--- src/rtl/usb_rx_nrzi_unstuff_pkg.sv ---
// Shared types and constants for the USB full-speed receive front end.
//   line_t   : decoded differential line state (J, K, SE0)
//   to_line  : maps a synchronized (D+, D-) pair onto line_t; (1,1) reads as J
package usb_rx_pkg;

  typedef enum logic [1:0] {LINE_J, LINE_K, LINE_SE0} line_t;

  localparam int USB_FS_CLKS_PER_BIT = 8;
  localparam int USB_STUFF_LEN       = 6;

  function automatic line_t to_line(input logic dp, input logic dm);
    line_t l;
    if (!dp && !dm) l = LINE_SE0;
    else if (!dp)   l = LINE_K;
    else            l = LINE_J;
    return l;
  endfunction

endpackage

--- src/rtl/usb_rx_nrzi_unstuff_if.sv ---
// Line-side and decoded-bit-side signals of the receive front end.
//   d_plus, d_minus : synchronized USB line pair
//   clear           : synchronous abort back to idle
//   serial_out      : decoded data bit, valid with shift_en
//   shift_en        : one-cycle strobe for each unstuffed data bit
//   eop             : one-cycle strobe on end-of-packet
//   stuff_err       : one-cycle strobe on a bit-stuffing violation
// master drives the line and consumes the strobes; slave is the receiver.
interface usb_rx_nrzi_unstuff_if;
  logic d_plus;
  logic d_minus;
  logic clear;
  logic serial_out;
  logic shift_en;
  logic eop;
  logic stuff_err;

  modport master (output d_plus, d_minus, clear,
                  input  serial_out, shift_en, eop, stuff_err);
  modport slave  (input  d_plus, d_minus, clear,
                  output serial_out, shift_en, eop, stuff_err);
endinterface

--- src/rtl/usb_rx_nrzi_unstuff_bit_timer.sv ---
// Bit-cell timer for the USB receiver. Restarts on every line transition and
// otherwise free-runs modulo CLKS_PER_BIT; sample pulses once per bit cell.
//   clk, rst : clock, asynchronous active-high reset
//   clear    : synchronous restart of the timer
//   resync   : a line transition was seen this cycle
//   sample   : take the bit this cycle
module usb_bit_timer #(
  parameter int CLKS_PER_BIT = 8,
  parameter int SAMPLE_POINT = 3
) (
  input  logic clk,
  input  logic rst,
  input  logic clear,
  input  logic resync,
  output logic sample
);

  localparam int TW = $clog2(CLKS_PER_BIT);
  localparam logic [TW-1:0] LAST = TW'(CLKS_PER_BIT - 1);
  localparam logic [TW-1:0] SPT  = TW'(SAMPLE_POINT);

  logic [TW-1:0] timer;

  always_ff @(posedge clk or posedge rst) begin
    if (rst)                  timer <= '0;
    else if (clear || resync) timer <= '0;
    else if (timer == LAST)   timer <= '0;
    else                      timer <= timer + TW'(1);
  end

  // A transition landing on the sample count moves the cell, so it wins.
  assign sample = (timer == SPT) && !resync;

endmodule

--- src/rtl/usb_rx_nrzi_unstuff.sv ---
// USB full-speed receive bit recovery: bit timing, NRZI decode, unstuffing
// and end-of-packet detection.
//   clk, rst : clock, asynchronous active-high reset
//   bus      : slave side of usb_rx_nrzi_unstuff_if (line pair and clear in,
//              serial_out / shift_en / eop / stuff_err out, all registered)
module usb_rx_nrzi_unstuff
  import usb_rx_pkg::*;
#(
  parameter int CLKS_PER_BIT = USB_FS_CLKS_PER_BIT,
  parameter int SAMPLE_POINT = 3,
  parameter int STUFF_LEN    = USB_STUFF_LEN
) (
  input logic                  clk,
  input logic                  rst,
  usb_rx_nrzi_unstuff_if.slave bus
);

  localparam int OW = $clog2(STUFF_LEN + 1);
  localparam logic [OW-1:0] STUFF_AT = OW'(STUFF_LEN);

  line_t         line;
  logic          dp_hist;
  logic          resync;
  logic          sample;
  logic          dec_bit;
  logic          prev_line;
  logic [OW-1:0] ones_cnt;
  logic [1:0]    se0_cnt;
  logic          serial_q, shift_q, eop_q, err_q;

  always_comb begin
    line    = to_line(bus.d_plus, bus.d_minus);
    resync  = (bus.d_plus != dp_hist) && (line != LINE_SE0);
    dec_bit = (bus.d_plus == prev_line);
  end

  always_ff @(posedge clk or posedge rst) begin
    if (rst) dp_hist <= 1'b1;
    else     dp_hist <= bus.d_plus;
  end

  usb_bit_timer #(
    .CLKS_PER_BIT (CLKS_PER_BIT),
    .SAMPLE_POINT (SAMPLE_POINT)
  ) u_timer (
    .clk    (clk),
    .rst    (rst),
    .clear  (bus.clear),
    .resync (resync),
    .sample (sample)
  );

  always_ff @(posedge clk or posedge rst) begin
    if (rst) begin
      serial_q  <= 1'b1;
      shift_q   <= 1'b0;
      eop_q     <= 1'b0;
      err_q     <= 1'b0;
      ones_cnt  <= '0;
      prev_line <= 1'b1;
      se0_cnt   <= '0;
    end else begin
      shift_q <= 1'b0;
      eop_q   <= 1'b0;
      err_q   <= 1'b0;
      if (bus.clear) begin
        serial_q  <= 1'b1;
        ones_cnt  <= '0;
        prev_line <= 1'b1;
        se0_cnt   <= '0;
      end else if (sample) begin
        if (line == LINE_SE0) begin
          // Counter is cleared on EOP, so it never climbs past one.
          if (se0_cnt == 2'd1) begin
            eop_q     <= 1'b1;
            serial_q  <= 1'b1;
            ones_cnt  <= '0;
            prev_line <= 1'b1;
            se0_cnt   <= '0;
          end else begin
            se0_cnt <= se0_cnt + 2'd1;
          end
        end else begin
          prev_line <= bus.d_plus;
          se0_cnt   <= '0;
          if (ones_cnt < STUFF_AT) begin
            shift_q  <= 1'b1;
            serial_q <= dec_bit;
            ones_cnt <= dec_bit ? ones_cnt + OW'(1) : '0;
          end else begin
            // Stuffed position: a 0 is silently dropped, a 1 is a violation.
            err_q    <= dec_bit;
            ones_cnt <= '0;
          end
        end
      end
    end
  end

  assign bus.serial_out = serial_q;
  assign bus.shift_en   = shift_q;
  assign bus.eop        = eop_q;
  assign bus.stuff_err  = err_q;

endmodule
--- src/flat_wrapper.sv ---
// flat-port wrapper written by rule: the top's interface ports become plain ports
module usb_rx_nrzi_unstuff_flat import usb_rx_pkg::*;
#(
  parameter int CLKS_PER_BIT = USB_FS_CLKS_PER_BIT,
  parameter int SAMPLE_POINT = 3,
  parameter int STUFF_LEN    = USB_STUFF_LEN
)
  (clk, rst, bus_d_plus, bus_d_minus, bus_clear, bus_serial_out, bus_shift_en, bus_eop, bus_stuff_err);
  usb_rx_nrzi_unstuff_if bus_i ();
  input logic clk;
  input logic rst;
  input wire logic [$bits(bus_i.d_plus)-1:0] bus_d_plus;
  input wire logic [$bits(bus_i.d_minus)-1:0] bus_d_minus;
  input wire logic [$bits(bus_i.clear)-1:0] bus_clear;
  output wire logic [$bits(bus_i.serial_out)-1:0] bus_serial_out;
  output wire logic [$bits(bus_i.shift_en)-1:0] bus_shift_en;
  output wire logic [$bits(bus_i.eop)-1:0] bus_eop;
  output wire logic [$bits(bus_i.stuff_err)-1:0] bus_stuff_err;
  assign bus_i.d_plus = bus_d_plus;
  assign bus_i.d_minus = bus_d_minus;
  assign bus_i.clear = bus_clear;
  assign bus_serial_out = bus_i.serial_out;
  assign bus_shift_en = bus_i.shift_en;
  assign bus_eop = bus_i.eop;
  assign bus_stuff_err = bus_i.stuff_err;
  usb_rx_nrzi_unstuff #(.CLKS_PER_BIT(CLKS_PER_BIT), .SAMPLE_POINT(SAMPLE_POINT), .STUFF_LEN(STUFF_LEN)) u_core (.clk(clk), .rst(rst), .bus(bus_i));
endmodule
--- config.mk ---
export PLATFORM = sky130hd
export DESIGN_NAME = usb_rx_nrzi_unstuff_flat
export DESIGN_NICKNAME = d
export VERILOG_FILES = /design/src/rtl/usb_rx_nrzi_unstuff_pkg.sv /design/src/rtl/usb_rx_nrzi_unstuff_if.sv /design/src/rtl/usb_rx_nrzi_unstuff_bit_timer.sv /design/src/rtl/usb_rx_nrzi_unstuff.sv /design/src/flat_wrapper.sv
export SDC_FILE = /design/constraint.sdc
export NUM_CORES = 1
export LEC_CHECK = 0
export CAP_MARGIN = 20
export CORE_MARGIN = 8
export CORE_UTILIZATION = 50
export CTS_BUF_LIST = sky130_fd_sc_hd__clkbuf_4
export DETAILED_ROUTE_END_ITERATION = 16
export HOLD_SLACK_MARGIN = 0.15
export PLACE_DENSITY_LB_ADDON = 0.25
export SLEW_MARGIN = 20
export SYNTH_ARGS = -nofsm -noshare
export SYNTH_HDL_FRONTEND = slang
export SYNTH_SLANG_ARGS = --single-unit
--- constraint.sdc ---
create_clock -name clk -period 3.5 [get_ports clk]
set_clock_uncertainty 0.1 [all_clocks]
set_input_delay 0.35 -clock clk [delete_from_list [all_inputs] [get_ports clk]]
set_output_delay 0.35 -clock clk [all_outputs]
set_load 0.02 [all_outputs]
=== Word level (Yosys, flattened, before mapping) ===
Cells that the tools add are included.

* Reductions and logical operators: 11
* $lt $le $gt $ge: 1
* Add/sub/neg operators: 3
* Multiplexer cells: 34
* Equal/unequal tests: 8

{| class="wikitable"
|+ Operators with widths
! operator !! number
|-
| $mux W3 || 8
|-
| $mux W1 || 21
|-
| $mux W2 || 5
|-
| $add A3 B1 Y3 const B || 2
|-
| $eq A3 B2 Y1 const B || 1
|-
| $eq A3 B3 Y1 const B || 1
|-
| $logic_and A1 B1 Y1 || 3
|-
| $logic_not A1 Y1 || 3
|-
| $lt A3 B3 Y1 const B || 1
|-
| $ne A3 B3 Y1 const B || 1
|-
| $reduce_and A3 Y1 || 1
|-
| $reduce_bool A3 Y1 || 1
|-
| $add A2 B1 Y2 const B || 1
|-
| $eq A2 B1 Y1 const B || 1
|-
| $eq A2 B2 Y1 const B || 1
|-
| $ne A2 B2 Y1 const B || 1
|-
| $reduce_and A2 Y1 || 1
|-
| $reduce_bool A2 Y1 || 1
|-
| $eq A1 B1 Y1 || 1
|-
| $logic_or A1 B1 Y1 || 1
|-
| $ne A1 B1 Y1 || 1
|}

* Bits of input ports: 5
* Output and inout port bits: 4
* Logic and storage cells: 66
* Flip-flop bits (word level): 14

=== Logic depth before layout (Yosys ltp) ===
Gate-level depths: netlist (run 1).

* Word-level depth: 9
* Gate-level depth with buffers: 6
* Mapped depth without buffers: 5

=== Modules after synthesis ===
Synthesis (run 1) repeated with hierarchy kept, for this count alone.

* Cell total of the unflattened synthesis: 61
* Area, all modules: 691.9 um^2

{| class="wikitable"
|+ By module, submodules not included
! module !! cells an instance !! seq. area each (um^2) !! instances !! area an instance (um^2)
|-
| usb_rx_nrzi_unstuff || 49 || 279.0 || 1 || 540.5
|-
| usb_bit_timer || 12 || 75.1 || 1 || 151.4
|}

=== Least setup slack after synthesis (run 1) ===
Ideal clock, no wire load.

* Kind: reg2reg
* Start: register u_core.u_timer.timer[0]
* End: register u_core.se0_cnt[0]
* Slack: 1.977 ns
* Library setup time: 0.118 ns
* Buffers on the path: 1
* Arrival: 1.305 ns
* Data required time: 3.282 ns
* Stages on the path, launching flop included: 7
* Period minus slack after synthesis: 1.523 ns
* Cell sequence: dfrtp_1 -> ha_1 -> ha_1 -> a31oi_1 -> buf_4 -> nor3_1 -> a21o_1

* Word-level cells in the longest chain between the ends: 3

{| class="wikitable"
|+ RTL lines
! what !! line !! source
|-
| start, declared || usb_rx_nrzi_unstuff_bit_timer.sv:22 || <nowiki>logic [TW-1:0] timer;</nowiki>
|-
| start signal, assigned || usb_rx_nrzi_unstuff_bit_timer.sv:28 || <nowiki>else timer <= timer + TW'(1);</nowiki>
|-
| $eq A3 B2 Y1 || usb_rx_nrzi_unstuff_bit_timer.sv:32 || <nowiki>assign sample = (timer == SPT) && !resync;</nowiki>
|-
| $logic_and A1 B1 Y1 || usb_rx_nrzi_unstuff_bit_timer.sv:32 ||
|-
| $reduce_bool A2 Y1 (no line) || - ||
|-
| end signal, assigned || usb_rx_nrzi_unstuff.sv:81 || <nowiki>se0_cnt <= se0_cnt + 2'd1;</nowiki>
|-
| end, declared || usb_rx_nrzi_unstuff.sv:28 || <nowiki>logic [1:0] se0_cnt;</nowiki>
|}

No other way between the ends.
A chain may end at the register's enable or synchronous reset.

=== Final worst setup path (run 1) ===
* Start: input bus_d_plus
* End: register u_core.ones_cnt[0]

* Word-level cells in the longest chain between the ends: 9
* Elaborated cells on any way between the ends: 19
* Those cells by class: eq/ne: 5; mux: 7; reduce/logical: 7

{| class="wikitable"
|+ RTL lines
! what !! line !! source
|-
| start, declared || flat_wrapper.sv:12 || <nowiki>input wire logic [$bits(bus_i.d_plus)-1:0] bus_d_plus;</nowiki>
|-
| $logic_not A1 Y1 || - ||
|-
| $logic_and A1 B1 Y1 || usb_rx_nrzi_unstuff_pkg.sv:13 || <nowiki>if (!dp && !dm) l = LINE_SE0;</nowiki>
|-
| $mux W2 || usb_rx_nrzi_unstuff_pkg.sv:13 ||
|-
| $ne A2 B2 Y1 || usb_rx_nrzi_unstuff.sv:33 || <nowiki>resync = (bus.d_plus != dp_hist) && (line != LINE_SE0);</nowiki>
|-
| $logic_and A1 B1 Y1 || usb_rx_nrzi_unstuff.sv:33 ||
|-
| $logic_not A1 Y1 || usb_rx_nrzi_unstuff_bit_timer.sv:32 ||
|-
| $logic_and A1 B1 Y1 || usb_rx_nrzi_unstuff_bit_timer.sv:32 ||
|-
| $reduce_bool A2 Y1 (no line) || - ||
|-
| $reduce_and A2 Y1 (no line) || - ||
|-
| end signal, assigned || usb_rx_nrzi_unstuff.sv:89 || <nowiki>ones_cnt <= dec_bit ? ones_cnt + OW'(1) : '0;</nowiki>
|-
| end, declared || usb_rx_nrzi_unstuff.sv:27 || <nowiki>logic [OW-1:0] ones_cnt;</nowiki>
|}

Parallel ways exist; a longest one is shown, timed or not. The select of a mux whose other input is x is not followed.

==> results of run 1 <==
## synthesized netlist by cell type
cell type  count  area [um2]
dfrtp_1       11         275
inv_1          5        18.8
ha_1           4        50.1
nand2_1        4        15.0
nor2_1         4        15.0
nor3_1         4        20.0
dfstp_2        3        78.8
o21ai_0        3        15.0
o31ai_1        3        22.5
a211oi_1       2        15.0
nand2b_1       2        12.5
nand3_1        2        10.0
nand3b_1       2        15.0
nor4_1         2        12.5
nor4b_1        2        17.5
o31ai_2        2        25.0
a21o_1         1        7.51
a21oi_2        1        8.76
a21oi_4        1        16.3
a31oi_1        1        6.26
buf_2          1        5.00
buf_4          1        7.51
buf_6          1        11.3
nor3b_1        1        7.51
o22ai_1        1        6.26
or3_4          1        11.3
or3b_1         1        8.76
xnor2_1        1        8.76
## flip-flops by register name (all words and copies together), names as in the netlist
name                   count
u_core.dp_hist             1
u_core.ones_cnt            3
u_core.bus.serial_out      1
u_core.u_timer.timer       3
u_core.bus.eop             1
u_core.bus.stuff_err       1
u_core.prev_line           1
u_core.bus.shift_en        1
u_core.se0_cnt             2
## per-layer routing
| metal | share of wire [%] | vias up | wire [um] |
|---|---|---|---|
| li1 | - | 261 | - |
| met1 | 53 | 234 | 679 |
| met2 | 38 | 14 | 484 |
| met3 | 6.2 | 5 | 79 |
| met4 | 2.1 | 0 | 27 |
| met5 | 0 | - | 0 |
## report_power, final
part / total (uW) / internal (uW) / switching [uW] / leakage, uW
clock: 95.9 / 41.4 / 54.4 / 0.0000154
sequential: 179 / 173 / 6.59 / 0.000183
combinational: 46.2 / 20.8 / 25.5 / 0.000159
## stage by stage
stage          cell area [um2]  setup WS (ns)
2_1_floorplan              723           1.98
3_3_place_gp               798           1.12
3_5_place_dp               798          0.991
4_1_cts                    825           1.26
5_1_grt                    825           1.08
6_report                   825           1.26
## cell families (layout without fill, tap and decap cells)
group | count (synthesis) | count (layout) | synth area share, %
buffers and inverters | 8 | 17 | 5.88
xor gates and xnor gates | 1 | 1 | 1.21
AOI/OAI and AO/OA | 15 | 15 | 17.0
adders and majority gates | 4 | 4 | 6.92
and+or+nand+nor | 25 | 25 | 20.1
DFF | 14 | 14 | 49.0
## critical path, stage by stage
cell and delay (ns):
clkdlybuf4s50_1 0.58, nand3b_1 0.29, a31oi_1 0.77, o21ai_0 0.24
o31ai_2 0.10
## final cells by class
class                           count  area, um2  area share [%]
Sequential cell                    14        354            42.9
Multi-Input combinational cell     45        327            39.6
Timing Repair Buffer                8       80.1            9.71
Clock buffer                        3       22.5            2.73
Inverter                            5       18.8            2.28
Tap cell                           15       18.8            2.28
Clock inverter                      1       3.75           0.455
## worst max path at each step
stage                            startpoint                 end
floorplan           u_core.u_timer.timer[0]   u_core.se0_cnt[0]
global placement                 bus_d_plus  u_core.ones_cnt[0]
detailed placement               bus_d_plus  u_core.ones_cnt[0]
CTS                              bus_d_plus  u_core.ones_cnt[0]
global route                     bus_d_plus  u_core.ones_cnt[0]
finish                           bus_d_plus  u_core.ones_cnt[0]
==> impl_results.html, run 1 <==
<table>
<tr><th>Metric</th><th>Value</th></tr>
<tr><th colspan="2">GRT</th></tr>
<tr><td>Total congestion overflow after global routing</td><td>0</td></tr>
<tr><td>Largest net degree at the start of global routing</td><td>15</td></tr>
<tr><td>Overall track demand over capacity in global routing</td><td>10.3%</td></tr>
<tr><td>Layer with the highest usage</td><td>met1</td></tr>
<tr><td>Via count of the first global-routing pass</td><td>485</td></tr>
<tr><td>M2 GR Usage</td><td>13.1%</td></tr>
<tr><td>Met1 GRT Util</td><td>15.3%</td></tr>
<tr><td>Wire length of the first global-routing pass</td><td>2240 um</td></tr>
<tr><td>Initial antenna violation count</td><td>0</td></tr>
<tr><td>Routing usage on met3</td><td>2.75%</td></tr>
<tr><th colspan="2">Floorplan</th></tr>
<tr><td>Die area</td><td>2920 um2</td></tr>
<tr><td>IO Count</td><td>9</td></tr>
<tr><td>Die X</td><td>54.0 um</td></tr>
<tr><td>Core area</td><td>1330 um2</td></tr>
<tr><td>Die boundary height</td><td>54.0 um</td></tr>
<tr><td>Site row count</td><td>13</td></tr>
<tr><td>Initial cell density of the core</td><td>54.2%</td></tr>
<tr><th colspan="2">Synth</th></tr>
<tr><td>Yosys warning total</td><td>0</td></tr>
<tr><td>Area of the mapped netlist</td><td>723 um2</td></tr>
<tr><td>Distinct cell type count of the synthesized netlist</td><td>28</td></tr>
<tr><td>Synth Register Bits</td><td>14</td></tr>
<tr><td>Proportion of synthesized chip area in sequential cells</td><td>49.0%</td></tr>
<tr><td>Mapped Nets</td><td>76</td></tr>
<tr><td>Mean post-synth cell area</td><td>10.8 um2</td></tr>
<tr><td>Synth Instances</td><td>67</td></tr>
<tr><th colspan="2">Cells and area</th></tr>
<tr><td>Commonest cells after routing, fill and taps aside</td><td>dfrtp_1, clkdlybuf4s50_1, inv_1</td></tr>
<tr><td>Filler Cell Count</td><td>128</td></tr>
<tr><td>Number of standard cells in the layout, taps in and fillers out</td><td>91</td></tr>
<tr><td>Most frequent standard cell in the layout excluding fill and tap cells</td><td>dfrtp_1</td></tr>
<tr><td>Number of inserted diodes</td><td>0</td></tr>
<tr><td>Final net count</td><td>86</td></tr>
<tr><td>Area grow syn2layout</td><td>14.0%</td></tr>
<tr><td>Share of final-layout standard cells stronger than drive strength 1</td><td>14.5%</td></tr>
<tr><td>Utilization of the core after routing</td><td>61.8%</td></tr>
<tr><th colspan="2">Detailed routing</th></tr>
<tr><td>Routed wire length</td><td>1270 um</td></tr>
<tr><td>Number of nets still failing antenna checks after routing</td><td>0</td></tr>
<tr><td>Number of violations reported at the end of detailed-routing iteration 0</td><td>8</td></tr>
<tr><td>Detail-routed net length per standard cell</td><td>14.0 um</td></tr>
<tr><td>Via density per instance</td><td>5.65</td></tr>
<tr><td>Number of iterations in the first detailed-routing pass</td><td>4</td></tr>
<tr><td>Via count</td><td>514</td></tr>
<tr><td>Drt drc</td><td>0</td></tr>
<tr><th colspan="2">Critical path</th></tr>
<tr><td>Crit path capture type</td><td>register</td></tr>
<tr><td>WP data required</td><td>3.60 ns</td></tr>
<tr><td>Number of cells on the worst reg-to-reg path</td><td>5</td></tr>
<tr><td>Type of the worst setup path</td><td>input port to register</td></tr>
<tr><td>Destination of the worst register-to-register timing path</td><td>u_core.ones_cnt[0]</td></tr>
<tr><td>Worst-path maximum fanout</td><td>11</td></tr>
<tr><td>Crit path DAT</td><td>2.34 ns</td></tr>
<tr><td>Reg-to-reg setup timing slack</td><td>1.48 ns</td></tr>
<tr><td>Reg-to-Reg Start</td><td>u_core.u_timer.timer[0]</td></tr>
<tr><td>Launching element type of the critical path</td><td>input port</td></tr>
<tr><th colspan="2">STA</th></tr>
<tr><td>Max-slew headroom at the worst pin</td><td>38.8%</td></tr>
<tr><td>Number of endpoints with negative hold slack in the final report</td><td>0</td></tr>
<tr><td>Setup repair after global routing missed its margin</td><td>no</td></tr>
<tr><td>Minimum period implied by the final worst setup slack</td><td>2.24 ns</td></tr>
<tr><td>WHS</td><td>0.292 ns</td></tr>
<tr><td>Max Clk Rate</td><td>0.447 GHz</td></tr>
<tr><td>Worst-Margin Slew</td><td>0.914 ns</td></tr>
<tr><td>Max Slew Vio Count</td><td>0</td></tr>
<tr><td>Final setup vio count</td><td>0</td></tr>
<tr><td>Post-route clock period utilization</td><td>63.9%</td></tr>
<tr><td>Total negative setup slack</td><td>0 ns</td></tr>
<tr><th colspan="2">Placed design</th></tr>
<tr><td>Post-DP HPWL</td><td>888 um</td></tr>
<tr><td>Number of buffers inserted by port buffering</td><td>8</td></tr>
<tr><td>Cell count after placement</td><td>87</td></tr>
<tr><td>Routability Congestion</td><td>0.755</td></tr>
<tr><th colspan="2">CTS</th></tr>
<tr><td>CTS tree</td><td>yes</td></tr>
<tr><td>Largest buffer count on any clock path</td><td>2</td></tr>
<tr><td>Cts bufs inserted</td><td>3</td></tr>
<tr><td>Post-cts resize count</td><td>0</td></tr>
<tr><td>Clock net sink count</td><td>14</td></tr>
<tr><td>Level count of the clock H-tree</td><td>1</td></tr>
<tr><td>Buffer type at the clock tree root</td><td>clkbuf_4</td></tr>
<tr><td>Hold-fix buffers at CTS</td><td>0</td></tr>
<tr><td>Number of post-CTS setup repair buffers</td><td>0</td></tr>
<tr><td>Clock latency reported for the late side of the worst-skew pair</td><td>0.28 ns</td></tr>
<tr><td>Clk pin slew, worst setup/hold paths</td><td>0.09 ns</td></tr>
<tr><th colspan="2">Pwr</th></tr>
<tr><td>Power density normalized to cell area</td><td>390 nW/um2</td></tr>
<tr><td>Post-route total power</td><td>321 uW</td></tr>
<tr><td>Maximum ir drop on the vdd rail</td><td>0.213 mV</td></tr>
<tr><td>Leakage power</td><td>0.000357 uW</td></tr>
<tr><th colspan="2">Worst hold path</th></tr>
<tr><td>Worst Hold Class</td><td>input port to asynchronous set/reset pin</td></tr>
<tr><th colspan="2">Job</th></tr>
<tr><td>Number of max-cap violations</td><td>0</td></tr>
<tr><th colspan="2">Run status</th></tr>
<tr><td>Result of the run</td><td>complete, no violations</td></tr>
</table>
Note: power is estimated with default switching activity, not from simulation.
==> run 2: changes to the inputs <==
Clock period 3.5 ns to 2.1 ns, I/O delays scaled along.
==> impl_results.html, run 2 (synthesis results as in run 1) <==
<table>
<tr><th>Metric</th><th>Value</th></tr>
<tr><th colspan="2">Pwr</th></tr>
<tr><td>Clk pwr share</td><td>29.6% (-0.2 points)</td></tr>
<tr><td>Combinational cell fraction of total power</td><td>14.8% (+0.4 points)</td></tr>
<tr><td>Total net switching power</td><td>142 uW (+64%)</td></tr>
<tr><td>Power density normalized to cell area</td><td>638 nW/um2 (+64%)</td></tr>
<tr><td>Maximum ir drop on the vdd rail</td><td>0.358 mV (+68%)</td></tr>
<tr><td>Post-route total power</td><td>536 uW (+67%)</td></tr>
<tr><td>Leakage power</td><td>0.000367 uW (+2.7%)</td></tr>
<tr><td>Sequential power share</td><td>55.6% (-0.2 points)</td></tr>
<tr><td>Switching power share of the total</td><td>26.5% (-0.43 points)</td></tr>
<tr><td>Internal power component</td><td>394 uW (+68%)</td></tr>
<tr><th colspan="2">STA</th></tr>
<tr><td>Total negative setup slack</td><td>0 ns (unchanged)</td></tr>
<tr><td>Final setup vio count</td><td>0 (unchanged)</td></tr>
<tr><td>Setup repair after global routing missed its margin</td><td>no</td></tr>
<tr><td>Max Slew Vio Count</td><td>0 (unchanged)</td></tr>
<tr><td>Number of endpoints with negative hold slack in the final report</td><td>0 (unchanged)</td></tr>
<tr><td>Max Clk Rate</td><td>0.581 GHz</td></tr>
<tr><td>Post-route clock period utilization</td><td>82.0%</td></tr>
<tr><td>Max-slew headroom at the worst pin</td><td>64.6% (+26 points)</td></tr>
<tr><td>Worst-Margin Slew</td><td>0.530 ns (-0.383 ns)</td></tr>
<tr><td>Minimum period implied by the final worst setup slack</td><td>1.72 ns</td></tr>
<tr><th colspan="2">Cells and area</th></tr>
<tr><td>Number of inserted diodes</td><td>0 (unchanged)</td></tr>
<tr><td>Area grow syn2layout</td><td>16.1%</td></tr>
<tr><td>Post-route standard cell area excluding fillers</td><td>840 um2 (+1.8%)</td></tr>
<tr><td>Area of all sequential standard cells</td><td>354 um2 (unchanged)</td></tr>
<tr><td>Final net count</td><td>88 (+2.3%)</td></tr>
<tr><td>Most frequent standard cell in the layout excluding fill and tap cells</td><td>dfrtp_1</td></tr>
<tr><td>Largest registers in the final layout</td><td>u_core.ones_cnt (3), u_core.u_timer.timer (3), u_core.se0_cnt (2)</td></tr>
<tr><td>Commonest cells after routing, fill and taps aside</td><td>dfrtp_1, clkdlybuf4s50_1, inv_1</td></tr>
<tr><td>Share of final-layout standard cells stronger than drive strength 1</td><td>16.7% (+2.2 points)</td></tr>
<tr><td>Filler Cell Count</td><td>101 (-21%)</td></tr>
<tr><td>Area of combinational cells with multiple inputs</td><td>327 um2 (unchanged)</td></tr>
<tr><th colspan="2">Critical path</th></tr>
<tr><td>Number of buffers and inverters on the critical path</td><td>1 (unchanged)</td></tr>
<tr><td>Reg-to-Reg Start</td><td>u_core.u_timer.timer[0]</td></tr>
<tr><td>Crit path DAT</td><td>1.41 ns (-0.93 ns)</td></tr>
<tr><td>Destination of the worst register-to-register timing path</td><td>u_core.se0_cnt[0]</td></tr>
<tr><td>WP data required</td><td>1.79 ns (-1.81 ns)</td></tr>
<tr><td>Number of cells on the worst reg-to-reg path</td><td>6 (+1)</td></tr>
<tr><td>Critical path capture point</td><td>bus_serial_out</td></tr>
<tr><td>Reg-to-reg setup timing slack</td><td>0.49 ns (-0.99 ns)</td></tr>
<tr><td>Worst setup path startpoint</td><td>u_core.bus.serial_out</td></tr>
<tr><td>Launching element type of the critical path</td><td>register</td></tr>
<tr><td>Crit path capture type</td><td>output pin</td></tr>
<tr><td>Maximum single-stage delay on the critical path</td><td>0.60 ns (-0.17 ns)</td></tr>
<tr><td>Crit-path cells</td><td>clkdlybuf4s50_1</td></tr>
<tr><td>Kind of cell with the highest combined delay on the critical path</td><td>buffers and inverters</td></tr>
<tr><td>Levels on crit path</td><td>1 (-4)</td></tr>
<tr><td>Slowest stage cell on the critical path</td><td>clkdlybuf4s50_1</td></tr>
<tr><td>Worst-path maximum fanout</td><td>2 (-9)</td></tr>
<tr><td>Type of the worst setup path</td><td>register to output pin</td></tr>
<tr><th colspan="2">Floorplan</th></tr>
<tr><td>Initial cell density of the core</td><td>54.2% (unchanged)</td></tr>
<tr><td>Die boundary height</td><td>54.0 um (unchanged)</td></tr>
<tr><td>IO Count</td><td>9 (unchanged)</td></tr>
<tr><td>Core area</td><td>1330 um2 (unchanged)</td></tr>
<tr><td>Site row count</td><td>13 (unchanged)</td></tr>
<tr><td>Die X</td><td>54.0 um (unchanged)</td></tr>
<tr><td>Die area</td><td>2920 um2 (unchanged)</td></tr>
<tr><th colspan="2">Placed design</th></tr>
<tr><td>Routability Congestion</td><td>0.742 (-1.7%)</td></tr>
<tr><td>Number of buffers inserted by port buffering</td><td>8 (unchanged)</td></tr>
<tr><td>Cell area after placement</td><td>813 um2 (+1.9%)</td></tr>
<tr><td>Post-DP HPWL</td><td>944 um (+6.3%)</td></tr>
<tr><th colspan="2">CTS</th></tr>
<tr><td>Level count of the clock H-tree</td><td>1 (unchanged)</td></tr>
<tr><td>Clock net sink count</td><td>14 (unchanged)</td></tr>
<tr><td>Hold-fix buffers at CTS</td><td>0 (unchanged)</td></tr>
<tr><td>Clk pin slew, worst setup/hold paths</td><td>0.09 ns (about the same)</td></tr>
<tr><td>Number of post-CTS setup repair buffers</td><td>0 (unchanged)</td></tr>
<tr><td>CTS tree</td><td>yes</td></tr>
<tr><td>Post-cts resize count</td><td>0 (unchanged)</td></tr>
<tr><td>Largest buffer count on any clock path</td><td>2 (unchanged)</td></tr>
<tr><td>Cts bufs inserted</td><td>3 (unchanged)</td></tr>
<tr><td>Buffer type at the clock tree root</td><td>clkbuf_4</td></tr>
<tr><td>Clock latency reported for the late side of the worst-skew pair</td><td>0.28 ns (about the same)</td></tr>
<tr><th colspan="2">GRT</th></tr>
<tr><td>Wire length of the first global-routing pass</td><td>2150 um (-4.3%)</td></tr>
<tr><td>Overall track demand over capacity in global routing</td><td>9.97% (-0.33 points)</td></tr>
<tr><td>Initial antenna violation count</td><td>0 (unchanged)</td></tr>
<tr><td>Largest net degree at the start of global routing</td><td>15 (unchanged)</td></tr>
<tr><td>Total congestion overflow after global routing</td><td>0 (unchanged)</td></tr>
<tr><td>Via count of the first global-routing pass</td><td>501 (+3.3%)</td></tr>
<tr><th colspan="2">Detailed routing</th></tr>
<tr><td>Via count</td><td>512 (-0.39%)</td></tr>
<tr><td>Via density per instance</td><td>5.51 (-2.5%)</td></tr>
<tr><td>Detail-routed net length per standard cell</td><td>13.8 um (-0.92%)</td></tr>
<tr><td>Number of violations reported at the end of detailed-routing iteration 0</td><td>6 (-2)</td></tr>
<tr><td>Routed wire length</td><td>1290 um (+1.3%)</td></tr>
<tr><td>Drt drc</td><td>0 (unchanged)</td></tr>
<tr><td>Number of nets still failing antenna checks after routing</td><td>0 (unchanged)</td></tr>
<tr><td>Number of iterations in the first detailed-routing pass</td><td>4 (unchanged)</td></tr>
<tr><th colspan="2">Run status</th></tr>
<tr><td>Result of the run</td><td>complete, no violations</td></tr>
<tr><th colspan="2">Job</th></tr>
<tr><td>Number of max-cap violations</td><td>0 (unchanged)</td></tr>
<tr><th colspan="2">Worst hold path</th></tr>
<tr><td>Worst Hold Class</td><td>input port to asynchronous set/reset pin</td></tr>
</table>
run 2: changes by cell type in the layout (fill, tap and decap cells not counted), sizes merged:
cell  change
buf       +2
run 2: layout make-up:
| cell class | count | share of cell area (%) |
|---|---|---|
| tap | 15 | 2.24 |
| sequential | 14 | 42.2 |
| timing repair buffer | 10 | 11.3 |
| clock inverter | 1 | 0.447 |
| multi-input combinational | 45 | 38.9 |
| clock buffer | 3 | 2.68 |
| inverter | 5 | 2.24 |
run 2: how the worst min path moves through the flow:
stage	from	endpoint	slack, ns
after floorplan	rst	u_core.bus.eop	-0.003
after global placement	u_core.se0_cnt[1]	u_core.bus.eop	0.32
after detailed placement	u_core.se0_cnt[1]	u_core.bus.eop	0.32
after CTS	rst	u_core.bus.eop	0.18
after global routing	rst	u_core.ones_cnt[1]	0.21
final	rst	u_core.ones_cnt[2]	0.16
run 2: routing by layer:
layer | part of all wire [%] | wire length [um] | global-route usage, % | up-vias
met3 | 5.7 | 73 | 2.75 | 5
li1 | - | - | - | 265
met5 | 0 | 0 | 0 | -
met2 | 41 | 533 | 14.3 | 14
met1 | 50 | 645 | 12.9 | 228
met4 | 2.6 | 34 | 6.15 | 0
run 2: metrics by stage:
stage | instances | utilization [%] | setup slack (ns) | hold WS, ns
floorplan | 67 | - | 0.577 | -0.00293
global placement | 89 | 61.0 | 0.193 | 0.320
detailed placement | 89 | 61.0 | 0.145 | 0.323
CTS | 93 | 62.9 | 0.375 | 0.179
global route | 93 | 62.9 | 0.358 | 0.214
finish | 93 | 62.9 | 0.378 | 0.158
run 2: worst register-to-register path, cell delays in order, from the launching register on:
cell,delay [ns]
dfrtp_1,0.39
ha_1,0.23
ha_1,0.22
a31oi_1,0.13
buf_4,0.20
nor3_1,0.07
a21o_1,0.16
run 2: power by group through the flow:
stage               clock network [uW]  logic, uW  registers, uW
global route                       177       87.7            300
detailed placement                   0       80.5            303
CTS                                160       80.4            298
floorplan                            0       53.0            305
global placement                     0       77.8            302
finish                             158       79.3            298
